`src/rtl/uart_rx_if.sv`:
```
// Byte delivery channel from the UART receiver to its consumer.
// Latency: none, wires only.
// Backpressure: consumer holds rx_ready low to keep rx_data/rx_valid parked.
interface uart_rx_if;
    logic [7:0] rx_data;
    logic       rx_valid;
    logic       rx_ready;

    modport master (output rx_data, output rx_valid, input rx_ready);
    modport slave  (input rx_data, input rx_valid, output rx_ready);
endinterface

```
`src/rtl/uart_rx.sv`:
```
// 8N1 UART receiver: 2-flop sync, 3-sample mid-bit majority vote, 1-deep holding register.
// Latency: byte visible 9*CLKS_PER_BIT+MID+2 cycles after the FSM leaves IDLE.
// Backpressure: a byte completing while the holding register is full is dropped and sets overrun.
module uart_rx #(
    parameter int CLK_FREQ  = 12000000,
    parameter int BAUD_RATE = 9600
) (
    input  logic      clk,
    input  logic      rst,
    input  logic      ena,
    input  logic      rx,
    uart_rx_if.master bus,
    output logic      frame_err,
    output logic      overrun,
    output logic      rx_busy
);
    localparam int CLKS_PER_BIT = CLK_FREQ / BAUD_RATE;
    localparam int MID          = CLKS_PER_BIT / 2;
    localparam int CNT_W        = $clog2(CLKS_PER_BIT);

    localparam logic [CNT_W-1:0] CNT_LAST = CNT_W'(CLKS_PER_BIT - 1);
    localparam logic [CNT_W-1:0] SAMP_A   = CNT_W'(MID - 1);
    localparam logic [CNT_W-1:0] SAMP_B   = CNT_W'(MID);
    localparam logic [CNT_W-1:0] DECIDE   = CNT_W'(MID + 1);

    typedef enum logic [2:0] {
        IDLE    = 3'd0,
        START   = 3'd1,
        DATA    = 3'd2,
        STOP    = 3'd3,
        RECOVER = 3'd4
    } state_t;

    state_t           state;
    logic             rx_m;
    logic             rx_s;
    logic [CNT_W-1:0] cnt;
    logic [2:0]       bit_idx;
    logic             samp_a;
    logic             samp_b;
    logic [7:0]       shift;
    logic [7:0]       data_q;
    logic             valid_q;

    logic             maj;
    logic             decide;
    logic             handshake;

    assign bus.rx_data  = data_q;
    assign bus.rx_valid = valid_q;

    // Majority of the two stored samples and the live third sample, plus handshake detect.
    always_comb begin
        maj       = (samp_a & samp_b) | (samp_a & rx_s) | (samp_b & rx_s);
        decide    = (cnt == DECIDE);
        handshake = valid_q & bus.rx_ready;
    end

    // Two-flop synchronizer for the asynchronous line; idles high.
    always_ff @(posedge clk) begin
        if (rst) begin
            rx_m <= 1'b1;
            rx_s <= 1'b1;
        end else begin
            rx_m <= rx;
            rx_s <= rx_m;
        end
    end

    // Receive FSM, bit timer, sampling and holding register.
    always_ff @(posedge clk) begin
        if (rst) begin
            state     <= IDLE;
            cnt       <= '0;
            bit_idx   <= '0;
            samp_a    <= 1'b0;
            samp_b    <= 1'b0;
            shift     <= '0;
            data_q    <= '0;
            valid_q   <= 1'b0;
            frame_err <= 1'b0;
            overrun   <= 1'b0;
            rx_busy   <= 1'b0;
        end else begin
            frame_err <= 1'b0;

            // Consumer side works regardless of ena; a later set of overrun overrides this clear.
            if (handshake) begin
                valid_q <= 1'b0;
                overrun <= 1'b0;
            end

            if (!ena) begin
                // Disabled: throw away any partial frame silently.
                state   <= IDLE;
                cnt     <= '0;
                bit_idx <= '0;
                rx_busy <= 1'b0;
            end else begin
                if (cnt == SAMP_A) samp_a <= rx_s;
                if (cnt == SAMP_B) samp_b <= rx_s;

                case (state)
                    IDLE: begin
                        if (!rx_s) begin
                            state   <= START;
                            cnt     <= '0;
                            rx_busy <= 1'b1;
                        end
                    end

                    START: begin
                        if (decide && maj) begin
                            // Line back high at mid start bit: treat as a glitch.
                            state   <= IDLE;
                            cnt     <= '0;
                            rx_busy <= 1'b0;
                        end else if (cnt == CNT_LAST) begin
                            state   <= DATA;
                            cnt     <= '0;
                            bit_idx <= '0;
                        end else begin
                            cnt <= cnt + 1'b1;
                        end
                    end

                    DATA: begin
                        if (decide) shift <= {maj, shift[7:1]};
                        if (cnt == CNT_LAST) begin
                            cnt <= '0;
                            if (bit_idx == 3'd7) state <= STOP;
                            else                 bit_idx <= bit_idx + 1'b1;
                        end else begin
                            cnt <= cnt + 1'b1;
                        end
                    end

                    STOP: begin
                        if (decide) begin
                            cnt     <= '0;
                            bit_idx <= '0;
                            if (maj) begin
                                // Leave half a bit early so the next start edge is not missed.
                                state   <= IDLE;
                                rx_busy <= 1'b0;
                                if (!valid_q || handshake) begin
                                    data_q  <= shift;
                                    valid_q <= 1'b1;
                                end else begin
                                    overrun <= 1'b1;
                                end
                            end else begin
                                frame_err <= 1'b1;
                                state     <= RECOVER;
                            end
                        end else begin
                            cnt <= cnt + 1'b1;
                        end
                    end

                    RECOVER: begin
                        // Wait out a break so it reports only one framing error.
                        if (rx_s) begin
                            state   <= IDLE;
                            rx_busy <= 1'b0;
                        end
                    end

                    default: begin
                        state   <= IDLE;
                        cnt     <= '0;
                        rx_busy <= 1'b0;
                    end
                endcase
            end
        end
    end
endmodule

```
`src/flat_wrapper.sv`:
```
// flat-port wrapper written by rule: the top's interface ports become plain ports
module uart_rx_flat 
#(
    parameter int CLK_FREQ  = 12000000,
    parameter int BAUD_RATE = 9600
)
  (clk, rst, ena, rx, frame_err, overrun, rx_busy, bus_rx_data, bus_rx_valid, bus_rx_ready);
  uart_rx_if bus_i ();
  input  logic clk;
  input  logic rst;
  input  logic ena;
  input  logic rx;
  output logic frame_err;
  output logic overrun;
  output logic rx_busy;
  output wire logic [$bits(bus_i.rx_data)-1:0] bus_rx_data;
  output wire logic [$bits(bus_i.rx_valid)-1:0] bus_rx_valid;
  input wire logic [$bits(bus_i.rx_ready)-1:0] bus_rx_ready;
  assign bus_rx_data = bus_i.rx_data;
  assign bus_rx_valid = bus_i.rx_valid;
  assign bus_i.rx_ready = bus_rx_ready;
  uart_rx #(.CLK_FREQ(CLK_FREQ), .BAUD_RATE(BAUD_RATE)) u_core (.clk(clk), .rst(rst), .ena(ena), .rx(rx), .bus(bus_i), .frame_err(frame_err), .overrun(overrun), .rx_busy(rx_busy));
endmodule
```
`config.mk`:
```
export PLATFORM = sky130hd
export DESIGN_NAME = uart_rx_flat
export DESIGN_NICKNAME = d
export VERILOG_FILES = /design/src/rtl/uart_rx_if.sv /design/src/rtl/uart_rx.sv /design/src/flat_wrapper.sv
export SDC_FILE = /design/constraint.sdc
export NUM_CORES = 1
export LEC_CHECK = 0
export CAP_MARGIN = 15
export CORE_MARGIN = 4
export CORE_UTILIZATION = 50
export DETAILED_ROUTE_END_ITERATION = 10
export GPL_TIMING_DRIVEN = 0
export PLACE_DENSITY = 0.78
export SLEW_MARGIN = 20
export SYNTH_ARGS = -nofsm -noshare
export SYNTH_HDL_FRONTEND = slang
export SYNTH_SLANG_ARGS = --single-unit
export TNS_END_PERCENT = 20
```
`constraint.sdc`:
```
create_clock -name clk -period 3.75 [get_ports clk]
set_clock_uncertainty 0.15 [all_clocks]
set_input_delay 0.9375 -clock clk [delete_from_list [all_inputs] [get_ports clk]]
set_output_delay 0.9375 -clock clk [all_outputs]
set_load 0.03 [all_outputs]
```
; ---- Yosys cells after proc, flatten, opt, wreduce, memory -nomap -nowiden
; Index checks and enable logic that the tools add are counted.
[totals]
output_inout_bits = 12
input_bits = 5
word_cells = 100
reg_bits = 41
[classes]
bitwise_logic = 11
reduce_logical = 15
n_addsub = 2
eq_ne = 20
n_mux = 39
[ops]
columns = op, n
row1 = one-hot mux 11 bit (5 select lines), 1
row2 = 2-to-1 mux 11 bit, 4
row3 = 2-to-1 mux 3 bit, 13
row4 = equality test 11 x 10 -> 1 bit (second input constant), 3
row5 = 2-to-1 mux 1 bit, 18
row6 = AND reduction 6 bit, 3
row7 = one-hot mux 3 bit (5 select lines), 1
row8 = != test 2 x 1 -> 1 bit (second input constant), 7
row9 = adder 11 x 1 -> 11 bit (second input constant), 1
row10 = equality test 11 bit (second input constant), 1
row11 = one-hot mux 3 bit (3 select lines), 1
row12 = equality test 3 x 2 -> 1 bit (second input constant), 2
row13 = equality test 3 bit (second input constant), 2
row14 = != test 2 bit (second input constant), 3
row15 = AND reduction 2 bit, 3
row16 = NOT 1 bit, 5
row17 = one-hot mux 1 bit (5 select lines), 1
row18 = AND reduction 5 bit, 1
row19 = AND 1 bit, 4
row20 = OR reduction 4 bit, 1
row21 = adder 3 x 1 -> 3 bit (second input constant), 1
row22 = equality test 3 x 1 -> 1 bit (second input constant), 1
row23 = logical NOT 3 bit, 1
row24 = != test 3 x 1 -> 1 bit (second input constant), 1
row25 = 7 further kinds, 8

; ---- Depth between registers and ports, before layout
[logic_depth]
word_depth = 7
depth_mapped = 8

; ---- Worst setup path before layout
; Ideal clock, no wire load.
[synth_timing]
path_kind = input port to flip-flop
from = in ena
to = reg u_core.data_q[0], in the netlist u_core.bus.rx_data[0]
n_path_buf = 0
setup_slack_ns = 1.617
cell_stages = 4
setup_ns = 0.128
arrival_ns = 1.856
required_time_ns = 3.472
cell_sequence = nand3_1 nor3_2 mux2i_1 nor2_1
[synth_between]
elab_chain_len = 1
[synth_lines]
columns = item, line_no
row1 = start: declaration, flat_wrapper.sv:11  ; input logic ena;
row2 = AND reduction 5 bit (no line), --
row3 = end signal: assignment, uart_rx.sv:147  ; data_q <= shift;
row4 = end: declaration, uart_rx.sv:42  ; logic [7:0] data_q;
; No other way between the ends.
; A chain may end at the register's enable or synchronous reset.

; ---- Final worst setup path
[layout_timing]
from = in ena
to = reg u_core.data_q[1], in the netlist u_core.bus.rx_data[1]
; Same word-level chain as after synthesis.

==> reports/qor.csv <==
metric,value,unit
core.rowCount,22,
dieArea,4890,µm²
grt_use_met2,24.9,%
slew_violations,0,
swShare,20.8,%
grt_usage,16.8,%
die_w,70.0,µm
p_sw,0.000174,W
grt_pass1_wl,6.80,mm
startpoint_type,primary input,
worstMarginPinSlew,1040,ps
grt_max_degree,14,
dr.pass1.iters,4,
netlist_instances,213,
drt_iter0_markers,117,
die-height,70.0,µm
cts_inserted_buffers,5,
place.gp.congestion,0.828,
ios,17,
peakVddDrop,0.000267,V
hold_buffers,0,
rr_worst_depth,7,
use_met1,23.1,%
setup-tns-final,0,ps
power_frac_seq,52.3,%
busiest_layer,met2,
clockBufferDepth,2,
rsz0062_at_grt,no,
max_slew_margin,30.2,%
fmax,0.394,GHz
cap_violations,0,
coreArea,3690,µm²
worstPathRequired,3780,ps
placed_area,2140,µm²
r2r-start,u_core.cnt[0],
ant_nets,0,
cp-startpoint,ena,
syn2layout_area_growth,17.7,%
seq_area_frac_synth,42.8,%
cts_tree,yes,
hpwlAfterDp,2.78,mm
synth_mux_area_share,10.5,%
cts.sinks,41,
synth_nets,224,
outcome,completed,
post-route-period-util,67.8,%
final_cell_area,2260,µm²
grt_use_met3,4.17,%
whs,265,ps
finish.utilization,61.3,%
cts_resized,0,
start_util,52.0,%
ys_warn_count,0,
hold_viol,0,
grt_pass1_vias,1472,
fin_crit,2540,ps
p_clk_share,44.5,%
clkLatencyLatePin,300,ps
critPathMaxFanout,8,
portBuffers,16,
combinationalPowerShare,3.2,%
p_int,0.000663,W
finalSetupViolations,0,
root_buffer,clkbuf_8,
syn_area_per_cell,9.01,µm²
worstReg2RegEnd,u_core.state[1],
total_power,0.000837,W
syn-cell-area,1920,µm²
synth_top_family_by_area,simple AND/OR/NAND/NOR gates,
endpoint,u_core.bus.rx_data[1],
synth_xor_area_share,1.83,%
via_per_inst,5.52,
synth-adder-area-share,4.95,%
drc_errors,0,
htreeDepth,2,
p_per_area,370,nW/µm²
vias,1572,
synth-simple-area-share,26.2,%
drt-total-wl,3.92,mm
synth_cell_type_count,46,
antenna_found_initial,0,
synth-compound-area-share,10.7,%
nets,247,
hold_path_class,reg -> reg,
leakage,0.773,nW
drive_gt1_share,9.70,%
cp-end-kind,flop,
ys_ff_latch,41,
avgRoutedWirePerCell,13.7,µm
gr-total-overflow,0,
critPathKind,in -> reg,
cts_setup_buffers,0,
reg2reg_slack,1320,ps
worst_ep_arrival_time,2570,ps
antenna_cells,0,
clk_pin_slew,80,ps
==> critical path, stage by stage <==
cell and delay (ps):
clkdlybuf4s50_1 510, nand3_1 130, nor3_2 670, mux2i_1 260
nor2_1 50
==> layer usage <==
metal  wire, µm  up-vias
li1           -      798
met1       1910      735
met2       1740       31
met3        178        8
met4         79        0
met5          0        -
==> how the worst min path moves through the flow <==
| stage | slack (ps) | depth (start not counted) | startpoint | end |
|---|---|---|---|---|
| finish | 270 | 1 | u_core.rx_m | u_core.rx_s |
| floorplan | 240 | 1 | u_core.rx_m | u_core.rx_s |
| detailed placement | 250 | 1 | u_core.rx_m | u_core.rx_s |
| global placement | 240 | 1 | u_core.rx_m | u_core.rx_s |
| CTS | 270 | 1 | u_core.rx_m | u_core.rx_s |
| global route | 290 | 1 | u_core.rx_m | u_core.rx_s |
==> power groups by stage <==
stage / Clock (W) / Sequential, W / Combinational [W]
CTS: 0.000379 / 0.000438 / 0.0000268
global placement: 0 / 0.000448 / 0.0000263
finish: 0.000373 / 0.000438 / 0.0000265
global route: 0.000402 / 0.000438 / 0.0000300
detailed placement: 0 / 0.000448 / 0.0000267
floorplan: 0 / 0.000449 / 0.0000149
==> cell usage after synthesis (all sizes together) <==
library cell / instances / area, µm²
mux2: 1 / 11.3
a32oi: 1 / 8.76
o2111ai: 1 / 8.76
nor3: 5 / 46.3
nor3b: 2 / 20.0
inv: 5 / 18.8
mux2i: 19 / 190
nand2b: 1 / 6.26
nand4: 1 / 6.26
nor2: 39 / 146
a211oi: 3 / 22.5
a21oi: 10 / 50.1
o21ai: 5 / 25.0
and4b: 1 / 10.0
ha: 6 / 75.1
and3b: 2 / 17.5
nand2: 13 / 48.8
xor2: 1 / 8.76
dfxtp: 41 / 821
buf: 3 / 17.5
o31ai: 1 / 7.51
a41oi: 1 / 8.76
nand3: 12 / 65.1
o21ba: 1 / 10.0
nor2b: 2 / 12.5
a311oi: 1 / 8.76
and4: 2 / 17.5
maj3: 2 / 20.0
or4: 1 / 7.51
nand3b: 2 / 15.0
a221o: 1 / 10.0
or4b: 2 / 20.0
xnor2: 3 / 26.3
clkbuf: 6 / 22.5
or3b: 3 / 26.3
a31oi: 6 / 37.5
or2: 3 / 18.8
and3: 3 / 18.8
a22oi: 1 / 7.51
==> registers in the layout (all words and copies together) (netlist names) <==
register / count
u_core.shift: 8
u_core.bit_idx: 3
u_core.rx_busy: 1
u_core.rx_s: 1
u_core.overrun: 1
u_core.cnt: 11
u_core.frame_err: 1
u_core.bus.rx_valid: 1
u_core.bus.rx_data: 8
u_core.rx_m: 1
u_core.samp_a: 1
u_core.samp_b: 1
u_core.state: 3
==> area by class of cell <==
| class | count | area (µm²) |
|---|---|---|
| fillers | 351 | 1430 |
| multi-input cells | 158 | 1040 |
| flip-flops and latches | 41 | 821 |
| repair buffers | 16 | 160 |
| clock buffers | 6 | 82.6 |
| well taps | 48 | 60.1 |
| plain buffers | 9 | 40.0 |
| clock inverters | 2 | 37.5 |
| inverters | 5 | 18.8 |
==> metrics by stage <==
stage	instances	worst slack (ps)
floorplan	213	1620
global route	285	1040
CTS	285	1190
global placement	277	908
detailed placement	277	884
finish	285	1210
==> logic make-up after synthesis <==
kind of cell / after synthesis
AO/OA/AOI/OAI: 32
XOR/XNOR: 4
adder cells (fa/ha/maj): 8
buffers and inverters: 14
flip-flops: 41
multiplexers: 20
AND/OR/NAND/NOR: 94
==> cell usage in the layout (no fill, tap or decap), types with 3 or more instances in the layout <==
master and count:
and3_1 3, dfxtp_1 41, xnor2_1 3, inv_1 5, nand2_1 13, a211oi_1 3
ha_1 6, a31oi_1 6, nor2_1 39, clkbuf_8 6, clkbuf_1 6, o21ai_0 5
nand3_1 11, or2_2 3, mux2i_1 19, a21oi_1 10, clkdlybuf4s50_1 16
No activity file was read; power rests on OpenSTA's default activity.
